[config.mk]
export PLATFORM = sky130hd
export DESIGN_NAME = id_ex_register
export DESIGN_NICKNAME = d
export VERILOG_FILES = /design/src/rtl/id_ex_register.sv
export SDC_FILE = /design/constraint.sdc
export NUM_CORES = 1
export LEC_CHECK = 0
export CAP_MARGIN = 10
export CORE_MARGIN = 2
export CORE_UTILIZATION = 40
export CTS_CLUSTER_DIAMETER = 60
export DETAILED_ROUTE_END_ITERATION = 6
export PLACE_DENSITY = 0.8
export RECOVER_POWER = 50
export SKIP_CTS_REPAIR_TIMING = 1
export SYNTH_ARGS = -nofsm -noshare
export SYNTH_HDL_FRONTEND = slang
export SYNTH_SLANG_ARGS = --single-unit
[constraint.sdc]
create_clock -name clk -period 1.9 [get_ports clk]
set_clock_uncertainty 0.15 [all_clocks]
set_input_delay 0.38 -clock clk [delete_from_list [all_inputs] [get_ports clk]]
set_output_delay 0.38 -clock clk [all_outputs]
set_load 0.05 [all_outputs]
[src/rtl/id_ex_register.sv]
// rtl/id_ex_register.sv - ID/EX pipeline register with load-use stall FSM and flush
module id_ex_register #(
    parameter int DATA_W     = 16,
    parameter int LOAD_STALL = 1
) (
    input  logic              clk,
    input  logic              reset_n,
    input  logic [23:0]       code_instruction_in,
    input  logic [DATA_W-1:0] regA_in,
    input  logic [DATA_W-1:0] regB_in,
    input  logic [3:0]        regA_adress_in,
    input  logic [3:0]        regB_adress_in,
    input  logic [3:0]        regC_adress_in,
    input  logic [DATA_W-1:0] pc_in,
    input  logic              write_inst_in,
    input  logic              mem_read_in,
    input  logic              flush_in,
    output logic [23:0]       code_instruction_out,
    output logic [DATA_W-1:0] regA_out,
    output logic [DATA_W-1:0] regB_out,
    output logic [3:0]        regA_adress_out,
    output logic [3:0]        regB_adress_out,
    output logic [3:0]        regC_adress_out,
    output logic [DATA_W-1:0] pc_out,
    output logic              write_inst_out,
    output logic              mem_read_out,
    output logic              stall_out,
    output logic [15:0]       bubble_count_out
);

    typedef enum logic {RUN, STALL} state_t;

    // Remaining STALL cycles after the first bubble, minus one
    localparam logic [1:0] CNT_INIT = 2'((LOAD_STALL > 1) ? (LOAD_STALL - 2) : 0);

    state_t     state, state_nx;
    logic [1:0] cnt, cnt_nx;
    logic       hazard;
    logic       stall;
    logic       take_in;
    logic       count_bubble;

    assign hazard = mem_read_out & write_inst_out &
                    ((regC_adress_out == regA_adress_in) | (regC_adress_out == regB_adress_in));

    always_comb begin
        state_nx     = state;
        cnt_nx       = cnt;
        stall        = 1'b0;
        take_in      = 1'b0;
        count_bubble = 1'b0;
        case (state)
            RUN: begin
                if (flush_in) begin
                    cnt_nx = 2'd0;
                end else if (hazard) begin
                    stall        = 1'b1;
                    count_bubble = 1'b1;
                    if (LOAD_STALL > 1) begin
                        state_nx = STALL;
                        cnt_nx   = CNT_INIT;
                    end
                end else begin
                    take_in = 1'b1;
                end
            end
            STALL: begin
                if (flush_in) begin
                    state_nx = RUN;
                    cnt_nx   = 2'd0;
                end else begin
                    stall        = 1'b1;
                    count_bubble = 1'b1;
                    if (cnt == 2'd0) begin
                        state_nx = RUN;
                    end else begin
                        cnt_nx = cnt - 2'd1;
                    end
                end
            end
            default: begin
                state_nx = RUN;
                cnt_nx   = 2'd0;
            end
        endcase
    end

    // Reset must drop the stall request even though it is combinational
    assign stall_out = stall & reset_n;

    always_ff @(posedge clk or negedge reset_n) begin
        if (!reset_n) begin
            state                <= RUN;
            cnt                  <= 2'd0;
            code_instruction_out <= '0;
            regA_out             <= '0;
            regB_out             <= '0;
            regA_adress_out      <= '0;
            regB_adress_out      <= '0;
            regC_adress_out      <= '0;
            pc_out               <= '0;
            write_inst_out       <= 1'b0;
            mem_read_out         <= 1'b0;
            bubble_count_out     <= '0;
        end else begin
            state <= state_nx;
            cnt   <= cnt_nx;
            if (take_in) begin
                code_instruction_out <= code_instruction_in;
                regA_out             <= regA_in;
                regB_out             <= regB_in;
                regA_adress_out      <= regA_adress_in;
                regB_adress_out      <= regB_adress_in;
                regC_adress_out      <= regC_adress_in;
                pc_out               <= pc_in;
                write_inst_out       <= write_inst_in;
                mem_read_out         <= mem_read_in;
            end else begin
                code_instruction_out <= '0;
                regA_out             <= '0;
                regB_out             <= '0;
                regA_adress_out      <= '0;
                regB_adress_out      <= '0;
                regC_adress_out      <= '0;
                pc_out               <= '0;
                write_inst_out       <= 1'b0;
                mem_read_out         <= 1'b0;
            end
            if (count_bubble && (bubble_count_out != 16'hFFFF)) begin
                bubble_count_out <= bubble_count_out + 16'd1;
            end
        end
    end

endmodule

[Word level (Yosys, flattened, before mapping)]
Index checks and enable logic that the tools add are counted.
Cells by class
  $add $sub $neg: 2
  eq/ne operators: 5
  muxes and demuxes: 23
  reduce and logical (&&, ||, !) cells: 3
  bitwise operators: 5
Operators with widths (number)
  16-bit 2-to-1 mux: 3
  24-bit 2-to-1 mux: 1
  16-bit by 1-bit adder with 16-bit output, second input constant: 1
  16-bit inequality test, second input constant: 1
  4-bit 2-to-1 mux: 3
  1-bit 2-to-1 mux: 11
  4-bit == test: 2
  2-bit 2-to-1 mux: 3
  2-bit case mux with 2 select lines: 1
  1-bit bitwise AND: 3
  3-bit inequality test, second input constant: 1
  2-bit logical NOT: 1
  2-bit inequality test, second input constant: 1
  1-bit case mux with 2 select lines: 1
  2-bit AND reduction: 1
  2-bit by 1-bit subtractor with 2-bit output, second input constant: 1
  1-bit logical AND: 1
  1-bit inverter: 1
  1-bit bitwise OR: 1
Word-level totals
  input port bits: 89
  register bits: 105
  logic and storage cells: 50
  output and inout bits: 103

[Longest topological paths before layout]
Gate-level depths: netlist (run 1).
  depth after elaboration: 7
  gate-level depth with buffers: 7
  depth with buffers taken out: 6

[Worst setup path after synthesis (run 1)]
No wires, ideal clock.
  kind: flip-flop to output port
  start point: reg regC_adress_out[3]
  end point: out stall_out
  required time: 1.370 ns
  setup slack: -0.974 ns
  buffers on the path: 0
  data arrival time: 2.344 ns
  cell stages (with the launch flop): 6
  cells stage by stage: dfrtp_1 > xnor2_1 > nand4_1 > nand2_2 > a31oi_1 > nor3b_1
On the way
  word-level cells in the longest chain between the ends: 7
  elaborated cells between the ends (all ways): 8
  those cells by class: 2 x eq/ne; 3 x mux; 3 x bitwise
Ends and longest elaborated chain
  start, declared: line 23  | output logic [3:0] regC_adress_out,
  start signal, assigned: line 114  | regC_adress_out <= regC_adress_in;
  4-bit == test: line 44  | ((regC_adress_out == regA_adress_in) | (regC_adress_out == regB_adress_in));
  1-bit bitwise OR *: line 44
  1-bit bitwise AND *: line 43  | assign hazard = mem_read_out & write_inst_out &
  1-bit 2-to-1 mux *: line 56  | end else if (hazard) begin
  1-bit 2-to-1 mux *: line 54  | if (flush_in) begin
  1-bit case mux with 2 select lines *: line 52  | case (state)
  1-bit bitwise AND *: line 89  | assign stall_out = stall & reset_n;
  end, declared: line 27  | output logic stall_out,
Every way passes the cells marked *; elsewhere a longest branch is shown, timed or not.

[Final worst setup path (run 1)]
Same ends and word-level chain as after synthesis.

==> impl_metrics.py, run 1 <==
metrics = {
    "timing": {
        "fin_ws_ns": -0.4261,
        "setup_tns_ns": -16.99,
        "period_share_pct": 122.4,
        "setup-violations-final": 95,
        "max_clock_freq_mhz": 429.9,
        "finalCriticalPeriod_ns": 2.326,
        "tightestPinTransition_ns": 0.9342,
        "grt_setup_unrepaired": "true",
        "max_slew_margin_pct": 37.72,
        "finalMaxSlewViolations": 0,
        "hold_viol_final": 0,
    },
    "routing": {
        "ant_nets": 0,
        "via_per_inst": 4.562,
        "drc": 0,
        "drt_first_pass_iters": 4,
        "num_vias": 2906,
        "wl_per_cell_um": 16.76,
        "wirelength_mm": 10.68,
        "drt_iter0_drc": 86,
    },
    "min_path": {
        "hold_class": "input pin to register",
        "min-delay-start": "regA_adress_in[0]",
        "min_path_cells": 2,
        "min_to": "regA_adress_out[0]",
    },
    "clock_network": {
        "clk_latency_ns": 0.36,
        "root_buffer": "clkbuf_8",
        "cts_max_path_buffers": 2,
        "cts_tree": "built",
        "cts_buffers": 9,
        "clock_sinks": 105,
        "h-tree-depth": 3,
        "clkTransAtPathRegs_ns": 0.10,
    },
    "synthesis": {
        "synthCells": 278,
        "synth_seq_cells": 105,
        "yosysWarnings": 0,
        "avgSynthCellArea_um2": 13.67,
        "syn-num-nets": 369,
        "ys_seq_area_share_pct": 69.15,
        "synth_cell_types": 27,
        "syn_area_um2": 3800,
    },
    "setup_path": {
        "start_kind": "register",
        "cp.required_ns": 1.37,
        "reg2reg_depth": 8,
        "setup.worst_path.end_class": "output pin",
        "critPathKind": "register to output pin",
        "worstPathArrival_ns": 1.80,
        "ff2ff_setup_slack_ns": -0.24,
        "critPathMaxFanout": 3,
        "worstReg2RegEnd": "pc_out[3]",
        "rr_startpoint": "regC_adress_out[2]",
    },
    "status": {
        "failed_checks": "setup timing",
        "status": "finished, violations left",
    },
    "die": {
        "die_h_um": 101.5,
        "die_w_um": 101.5,
        "start_util_pct": 41.12,
        "die_area_um2": 10300,
        "fp-row-count": 35,
        "ios": 192,
        "core-area_um2": 9240,
    },
    "power": {
        "irDropWorstVdd_mv": 0.4389,
        "powerDensity_nw_per_um2": 777.2,
        "power_leakage_uw": 0.003134,
    },
    "layout": {
        "final_common_cell": "buf_4",
        "layout_common_cells": "113 x buf_4, 87 x dfrtp_1, 79 x clkdlybuf4s50_1, 66 x and2_1, 22 x and2_4",
        "final_cell_area_um2": 6441,
        "synthToLayoutAreaGrowth_pct": 69.51,
        "finalNetCount": 594,
        "drive_gt1_share_pct": 40.94,
        "antennaDiodeCount": 0,
    },
    "place": {
        "hpwl_mm": 6.593,
        "dpl_cell_area_um2": 5713,
        "gp_congestion": 0.7814,
        "numPortBuffers": 191,
    },
    "grt": {
        "grt_usage_pct": 17.66,
        "grt_pass1_wl_mm": 13.92,
        "antenna_found_initial": 0,
        "grt_max_degree": 106,
        "globalRouteOverflowTotal": 0,
        "grt_pass1_vias": 2873,
    },
    "flow_run": {
        "maxCapViolations": 0,
    },
}
-- worst max path at each step --
stage                        from        end  slack, ns  cells past startpoint
4_1_cts         regB_adress_in[3]  stall_out      -0.51                      7
3_3_place_gp    regB_adress_in[3]  stall_out      -0.46                      7
2_1_floorplan  regC_adress_out[1]  stall_out      -0.20                      5
3_5_place_dp    regB_adress_in[3]  stall_out      -0.49                      7
5_1_grt        regC_adress_out[3]  stall_out      -0.51                      6
6_report       regC_adress_out[3]  stall_out      -0.43                      6
-- Yosys cell counts --
library cell / instances / area, um2
buf_2: 2 / 10.01
nand2b_1: 1 / 6.260
nand2_2: 1 / 6.260
nand4_1: 10 / 62.56
ha_1: 2 / 25.02
a211oi_1: 1 / 7.510
nor2b_1: 2 / 12.51
nand3b_1: 2 / 15.01
and4_1: 1 / 8.760
mux2_2: 2 / 22.52
nand4b_1: 1 / 8.760
inv_1: 3 / 11.26
and3_1: 5 / 31.28
a31oi_1: 1 / 6.260
buf_6: 5 / 56.30
and2_1: 88 / 550.5
a311oi_4: 1 / 26.28
o31a_1: 1 / 8.760
nor4_1: 1 / 6.260
xnor2_1: 23 / 201.4
nor3b_1: 1 / 7.510
nand2_1: 3 / 11.26
nand3_1: 7 / 35.03
a21oi_1: 1 / 5.000
dfrtp_1: 105 / 2628
clkbuf_1: 4 / 15.01
nor2_1: 4 / 15.01
-- through the flow --
step	power [uW]	utilization (%)	setup WS, ns	instances	hold slack [ns]
after floorplan	2929	-	-0.1973	278	-0.06559
after global routing	5204	69.71	-0.5084	637	0.1618
after CTS	4908	64.25	-0.5065	614	-0.02949
after global placement	3371	61.83	-0.4566	598	0.3212
after detailed placement	3386	61.83	-0.4950	598	0.3227
final	5006	69.71	-0.4261	637	0.1796
-- flip-flops by register name (all words and copies together), names as in the netlist, 2 cells and up --
signal                flops
bubble_count_out         16
cnt                       2
code_instruction_out     24
pc_out                   16
regA_adress_out           4
regA_out                 16
regB_adress_out           4
regB_out                 16
regC_adress_out           4
-- cell type report --
cell class                      count  area [um2]
Multi-Input combinational cell    159        1235
Clock inverter                      7       100.1
Sequential cell                   105        2650
Tap cell                          129       161.4
Timing Repair Buffer              225        2160
Clock buffer                        9       123.9
Inverter                            3       11.26
Fill cell                         671        2799
-- critical path, stage by stage, from the launching register on --
cell and delay (ns):
dfrtp_2 0.46, xnor2_2 0.20, nand4_1 0.18, nand2_2 0.14
a31oi_4 0.09, nor3b_4 0.22, buf_12 0.16
-- power breakdown --
| group | internal (uW) | switching, uW | leakage, uW |
|---|---|---|---|
| logic | 481 | 616 | 0.00167 |
| registers | 2340 | 45.5 | 0.00135 |
| clock network | 755 | 773 | 0.000114 |
-- metal layers --
metal | global-route usage, % | routed length [um] | vias to the layer above | part of all wire (%)
met3 | 6.556 | 777 | 16 | 7.3
met2 | 28.78 | 5570 | 122 | 52
met4 | 8.004 | 179 | 0 | 1.7
met1 | 20.95 | 4152 | 1427 | 39
li1 | - | - | 1341 | -
met5 | 0 | 0 | - | 0
-- kinds of logic (layout without fill, tap and decap cells) --
kind of cell             after synthesis  after routing  synth area share (%)
XOR/XNOR                              23             23                 5.301
multiplexers                           2              2                0.5926
flip-flops                           105            105                 69.15
buffers and inverters                 14            244                 2.436
AND/OR/NAND/NOR                      127            127                 20.45
AO/OA/AOI/OAI                          5              5                 1.416
adder cells (fa/ha/maj)                2              2                0.6584
Note: power is estimated with default switching activity, not from simulation.
==> inputs of run 2 (changes only) <==
--- a/config.mk
+++ b/config.mk
@@ -5,9 +5,11 @@
 export SDC_FILE = /design/constraint.sdc
 export NUM_CORES = 1
 export LEC_CHECK = 0
+export ABC_AREA = 1
+export ABC_CLOCK_PERIOD_IN_PS = 1900
 export CAP_MARGIN = 10
 export CORE_MARGIN = 2
-export CORE_UTILIZATION = 40
+export CORE_UTILIZATION = 41
 export CTS_CLUSTER_DIAMETER = 60
 export DETAILED_ROUTE_END_ITERATION = 6
 export PLACE_DENSITY = 0.8
==> run 2 against run 1 <==
The flow finishes with violations (hold timing, setup timing). Global-route usage is 1.8 points higher. First-iteration DRC count is 65% higher. Count of clock-buffer cells in the layout is 3 higher. Wire length is 0.39% higher. Combinational power is 11% lower. Maximum frequency is 7.4% higher. Synthesized cell count is 66% higher. Die area is 6.7% higher. Area after synthesis is 9.6% higher. Critical path type unchanged. Highest routed layer unchanged.
==> impl_metrics.py, run 2 <==
metrics = {
    "status": {
        "status": "finished, violations left",
        "failed_checks": "hold timing, setup timing",
    },
    "routing": {
        "ant_nets": 0,
        "wl_per_cell_um": 13.27,
        "wirelength_mm": 10.72,
        "drc": 0,
        "num_vias": 3634,
        "via_per_inst": 4.498,
        "drt_first_pass_iters": 4,
        "drt_iter0_drc": 142,
    },
    "synthesis": {
        "synth_top_area_share_pct": 63.06,
        "synth_edf_count": 0,
        "synth_cell_types": 20,
        "yosys.area.top_type": "dfrtp_1",
        "syn-num-nets": 552,
        "yosysWarnings": 0,
        "syn_area_um2": 4166,
        "synth_async_sr_flop_share_pct": 100.0,
        "avgSynthCellArea_um2": 9.038,
        "ys.flop_type": "dfrtp_1",
        "synth_seq_cells": 105,
        "ys_seq_area_share_pct": 63.06,
        "synth_common_cells": "105 x dfrtp_1, 105 x inv_1, 100 x nor2_1, 83 x nand2_1, 18 x nand4_1",
        "synth.top_cells.by_area": "dfrtp_1 63%, inv_1 9.5%, nor2_1 9.0%",
        "synthCells": 461,
    },
    "grt": {
        "grt_max_degree": 106,
        "grt_usage_pct": 19.47,
        "grt_pass1_vias": 3658,
        "globalRouteOverflowTotal": 0,
        "grt_pass1_wl_mm": 17.00,
        "antenna_found_initial": 0,
    },
    "layout": {
        "regMostFlops": "code_instruction_out",
        "layout_common_cells": "100 x inv_1, 100 x nor2_1, 97 x dfrtp_1, 79 x clkdlybuf4s50_1, 76 x nand2_1",
        "drive_gt1_share_pct": 20.59,
        "finalNetCount": 761,
        "antennaDiodeCount": 0,
        "largest_reg_flops": 24,
        "final_cell_area_um2": 6290,
        "final_cells": 808,
        "finish.utilization_pct": 64.05,
        "synthToLayoutAreaGrowth_pct": 50.96,
    },
    "clock_network": {
        "h-tree-depth": 3,
        "clock_sinks": 105,
        "clk_latency_ns": 0.35,
        "cts_max_path_buffers": 2,
        "root_buffer": "clkbuf_8",
        "cts_buffers": 9,
        "clkTransAtPathRegs_ns": 0.10,
        "cts_tree": "built",
    },
    "timing": {
        "fin_hold_ws_ns": -0.1057,
        "max_clock_freq_mhz": 461.9,
        "setup-violations-final": 4,
        "max_slew_margin_pct": 36.45,
        "tightestPinTransition_ns": 0.9501,
        "setup_tns_ns": -0.3618,
        "fin_ws_ns": -0.2650,
        "period_share_pct": 113.9,
        "finalCriticalPeriod_ns": 2.165,
        "finalMaxSlewViolations": 0,
        "hold_viol_final": 83,
        "grt_setup_unrepaired": "true",
    },
    "setup_path": {
        "start_kind": "register",
        "crit_path_frequent_cell": "nand2_1",
        "ff2ff_setup_slack_ns": 0.10,
        "cp.required_ns": 1.37,
        "cp_slowest_cell": "dfrtp_2",
        "path_buf_inv": 1,
        "reg2reg_depth": 5,
        "crit_chain": "nand2_1 > nand2_1 > nor2_1 > nand2_1 > nand2_1 > nand2_2 > nand2_4 > and3_4 > buf_12",
        "setup.worst_path.start": "regC_adress_out[1]",
        "worstReg2RegEnd": "bubble_count_out[11]",
        "critPathKind": "register to output pin",
        "worstPathArrival_ns": 1.64,
        "critPathMaxFanout": 4,
        "setup.worst_path.end_class": "output pin",
        "crit_path_end": "stall_out",
        "cp_top_family": "simple AND/OR/NAND/NOR gates",
        "cp.depth": 9,
        "rr_startpoint": "bubble_count_out[14]",
        "cp_slowest_stage_delay_ns": 0.45,
    },
    "place": {
        "gp_congestion": 0.9090,
        "dpl_cell_area_um2": 6156,
        "numPortBuffers": 191,
        "dp.cells": 786,
        "hpwl_mm": 7.786,
    },
    "die": {
        "die_area_um2": 10980,
        "start_util_pct": 42.43,
        "die_w_um": 104.8,
        "die_h_um": 104.8,
        "core-area_um2": 9819,
        "fp-row-count": 36,
        "ios": 192,
    },
    "power": {
        "irDropWorstVdd_mv": 0.4718,
        "powerDensity_nw_per_um2": 773.9,
        "power_leakage_uw": 0.003409,
    },
    "min_path": {
        "hold_class": "input pin to async pin",
    },
    "flow_run": {
        "maxCapViolations": 0,
    },
}
run 2: area by class of cell:
| class | instances | area (um2) |
|---|---|---|
| clock buffer | 12 | 145.1 |
| clock inverter | 4 | 76.32 |
| fill | 832 | 3530 |
| inverter | 105 | 394.1 |
| multi-input combinational | 239 | 1161 |
| sequential | 105 | 2638 |
| tap | 133 | 166.4 |
| timing repair buffer | 210 | 1709 |
run 2: cells by family (layout without fill, tap and decap cells):
kind of cell | after synthesis | after routing | share of synthesized area (%)
simple gates | 220 | 222 | 22.58
buf+inv | 119 | 331 | 11.11
flops | 105 | 105 | 63.06
xor+xnor | 9 | 9 | 1.892
compound gates | 6 | 6 | 0.7508
fa+ha+maj | 2 | 2 | 0.6005
run 2: through the flow:
stage | worst slack [ns] | power, uW
2_1_floorplan | 0.001937 | 2961
3_3_place_gp | -0.3766 | 3433
3_5_place_dp | -0.3949 | 3452
4_1_cts | -0.4022 | 4959
5_1_grt | -0.3595 | 5082
6_report | -0.2650 | 4868
run 2: per-layer routing:
layer	routed length, um	up-vias	global-route usage (%)
met5	0	-	0
met4	178	0	7.714
met3	958	17	6.051
met2	5540	162	33.35
met1	4043	1692	22.77
li1	-	1763	-
run 2: how the worst min path moves through the flow:
stage,start,to,cells after the start
2_1_floorplan,reset_n,bubble_count_out[0],0
3_3_place_gp,reset_n,bubble_count_out[4],2
3_5_place_dp,reset_n,regA_adress_out[2],2
4_1_cts,reset_n,regA_adress_out[2],2
5_1_grt,reset_n,state,2
6_report,reset_n,state,2
run 2: where the power goes:
group          switching, uW  leakage (uW)  internal, uW
sequential              43.6       0.00136          2340
combinational            640       0.00194           336
clock                    726      0.000107           783
run 2: worst reg2reg max path: stages (launching register included):
cell	delay [ns]
dfrtp_1	0.44
inv_1	0.08
nor3_1	0.44
nand3_2	0.33
nand4_1	0.19
nand2_1	0.07
==> inputs of run 3 (changes only) <==
--- a/config.mk
+++ b/config.mk
@@ -9,10 +9,10 @@
 export ABC_CLOCK_PERIOD_IN_PS = 1900
 export CAP_MARGIN = 10
 export CORE_MARGIN = 2
-export CORE_UTILIZATION = 41
+export CORE_UTILIZATION = 35
 export CTS_CLUSTER_DIAMETER = 60
 export DETAILED_ROUTE_END_ITERATION = 6
-export PLACE_DENSITY = 0.8
+export PLACE_DENSITY = 0.7
 export RECOVER_POWER = 50
 export SKIP_CTS_REPAIR_TIMING = 1
 export SYNTH_ARGS = -nofsm -noshare
==> run 3 against run 2 <==
The flow finishes with violations (DRC, hold timing, setup timing). Worst setup slack improved by 0.026 ns. Via count fell by 0.50%. Global-route usage down 3.1 points. Worst hold slack better by 0.030 ns. Clock power is 28% higher. Critical path depth unchanged. First-iteration DRC count up 76%. Power increased by 8.8%. Sequential power about the same. Wire length shrank 0.88%. Non-clock buffer count is 1 higher. Die area grew 16%.
==> impl_metrics.py, run 3 (synthesis results as in run 2) <==
metrics = {
    "status": {
        "status": "finished, violations left",
        "failed_checks": "DRC, hold timing, setup timing",
    },
    "routing": {
        "num_vias": 3616,
        "wl_per_cell_um": 12.98,
        "drt_iter0_drc": 250,
        "drt_first_pass_iters": 7,
        "via_per_inst": 4.415,
        "ant_nets": 0,
        "drc": 5,
        "wirelength_mm": 10.63,
    },
    "setup_path": {
        "cp_top_family": "simple AND/OR/NAND/NOR gates",
        "cp_slowest_stage_delay_ns": 0.44,
        "setup.worst_path.end_class": "output pin",
        "start_kind": "register",
        "cp.required_ns": 1.37,
        "critPathKind": "register to output pin",
        "cp_slowest_cell": "dfrtp_2",
        "worstPathArrival_ns": 1.61,
        "crit_chain": "nand2_2 > nand2_2 > nor2_2 > nand2_1 > nand2_1 > nand2_2 > nand2_4 > and3_4 > buf_12",
        "path_buf_inv": 1,
        "crit_path_frequent_cell": "nand2_2",
        "critPathMaxFanout": 4,
    },
    "die": {
        "die_w_um": 113.1,
        "start_util_pct": 36.18,
        "die_h_um": 113.1,
        "core-area_um2": 11520,
        "ios": 192,
        "die_area_um2": 12790,
        "fp-row-count": 39,
    },
    "clock_network": {
        "clock_sinks": 105,
        "clk_latency_ns": 0.34,
        "clkTransAtPathRegs_ns": 0.07,
        "root_buffer": "clkbuf_16",
        "cts_buffers": 9,
        "cts_max_path_buffers": 2,
        "h-tree-depth": 3,
        "cts_tree": "built",
    },
    "grt": {
        "grt_pass1_vias": 3611,
        "antenna_found_initial": 0,
        "grt_pass1_wl_mm": 16.52,
        "grt_max_degree": 106,
        "globalRouteOverflowTotal": 0,
        "grt_usage_pct": 16.36,
    },
    "layout": {
        "regMostFlops": "code_instruction_out",
        "antennaDiodeCount": 0,
        "largest_reg_flops": 24,
        "layout_common_cells": "101 x inv_1, 99 x nor2_1, 97 x dfrtp_1, 79 x clkdlybuf4s50_1, 76 x nand2_1",
        "final_cells": 819,
        "finalNetCount": 762,
        "final_cell_area_um2": 6379,
        "drive_gt1_share_pct": 17.75,
        "final_common_cell": "inv_1",
        "synthToLayoutAreaGrowth_pct": 53.09,
        "finish.utilization_pct": 55.39,
    },
    "place": {
        "dp.cells": 798,
        "numPortBuffers": 191,
        "dpl_cell_area_um2": 6158,
        "hpwl_mm": 7.833,
        "gp_congestion": 0.8325,
    },
    "timing": {
        "tightestPinTransition_ns": 0.7905,
        "fin_hold_ws_ns": -0.07564,
        "setup-violations-final": 1,
        "grt_setup_unrepaired": "true",
        "period_share_pct": 112.6,
        "fin_ws_ns": -0.2391,
        "max_clock_freq_mhz": 467.5,
        "hold_viol_final": 81,
        "max_slew_margin_pct": 47.13,
        "finalCriticalPeriod_ns": 2.139,
        "finalMaxSlewViolations": 0,
    },
    "power": {
        "power_leakage_uw": 0.003396,
        "irDropWorstVdd_mv": 0.5988,
        "powerDensity_nw_per_um2": 830.3,
        "total_power_uw": 5296,
    },
    "flow_run": {
        "maxCapViolations": 0,
    },
    "min_path": {
        "hold_class": "input pin to async pin",
    },
}
==> run 3: cell types whose count changed in the layout (fill, tap and decap cells not counted), moves of 2 or more <==
| cell | change |
|---|---|
| clkbuf_1 | +21 |
| clkbuf_2 | -19 |
| clkbuf_8 | -10 |
| clkbuf_16 | +9 |
| buf_1 | -3 |
| buf_12 | -2 |
| buf_4 | +2 |
| dlygate4sd3_1 | +2 |
==> run 3: path summary, 6_finish.rpt <==
path,startpoint,end,slack (ns),depth (start not counted)
min reg2reg,bubble_count_out[7],bubble_count_out[7],0.40,2
max reg2reg,bubble_count_out[1],bubble_count_out[11],0.12,8
min,reset_n,bubble_count_out[5],-0.08,2
max,regC_adress_out[3],stall_out,-0.24,9
min in group clk,regA_adress_in[0],regA_adress_out[0],0.17,3
max in group asynchronous,reset_n,bubble_count_out[2],0.10,3
==> run 3: worst reg2reg max path, stage by stage, from the launching register on <==
cell and delay, ns:
dfrtp_2 0.43, ha_4 0.17, nand3_4 0.09, nor2_4 0.14, nand2_2 0.09, nor2_4 0.15, nand3_2 0.22, nand4_1 0.18
nand2_1 0.06
==> run 3: final cells by class <==
cell class / count / area (um2)
well taps: 143 / 178.9
repair buffers: 211 / 1684
clock buffers: 12 / 236.5
clock inverters: 4 / 76.32
multi-input cells: 239 / 1171
flip-flops and latches: 105 / 2638
inverters: 105 / 394.1
fillers: 1051 / 5137
==> run 3: metrics by stage <==
step	worst slack, ns	hold slack (ns)	TNS [ns]
3_3_place_gp	-0.3624	0.3541	-22.89
6_report	-0.2391	-0.07564	-0.2391
2_1_floorplan	0.001937	-0.06559	0
5_1_grt	-0.3722	-0.04762	-1.953
4_1_cts	-0.4023	-0.01499	-0.4023
3_5_place_dp	-0.3986	0.3626	-27.12
==> run 3: metal layers <==
layer,track usage [%],part of all wire [%],vias up
li1,-,-,1765
met1,17.84,37,1699
met2,27.98,52,130
met3,7.981,8.6,22
met4,5.366,2.0,0
met5,0,0,-
==> run 3: power by group <==
| group | internal, uW | switching (uW) |
|---|---|---|
| Clock | 1160 | 780 |
| Sequential | 2340 | 44.8 |
| Combinational | 330 | 638 |
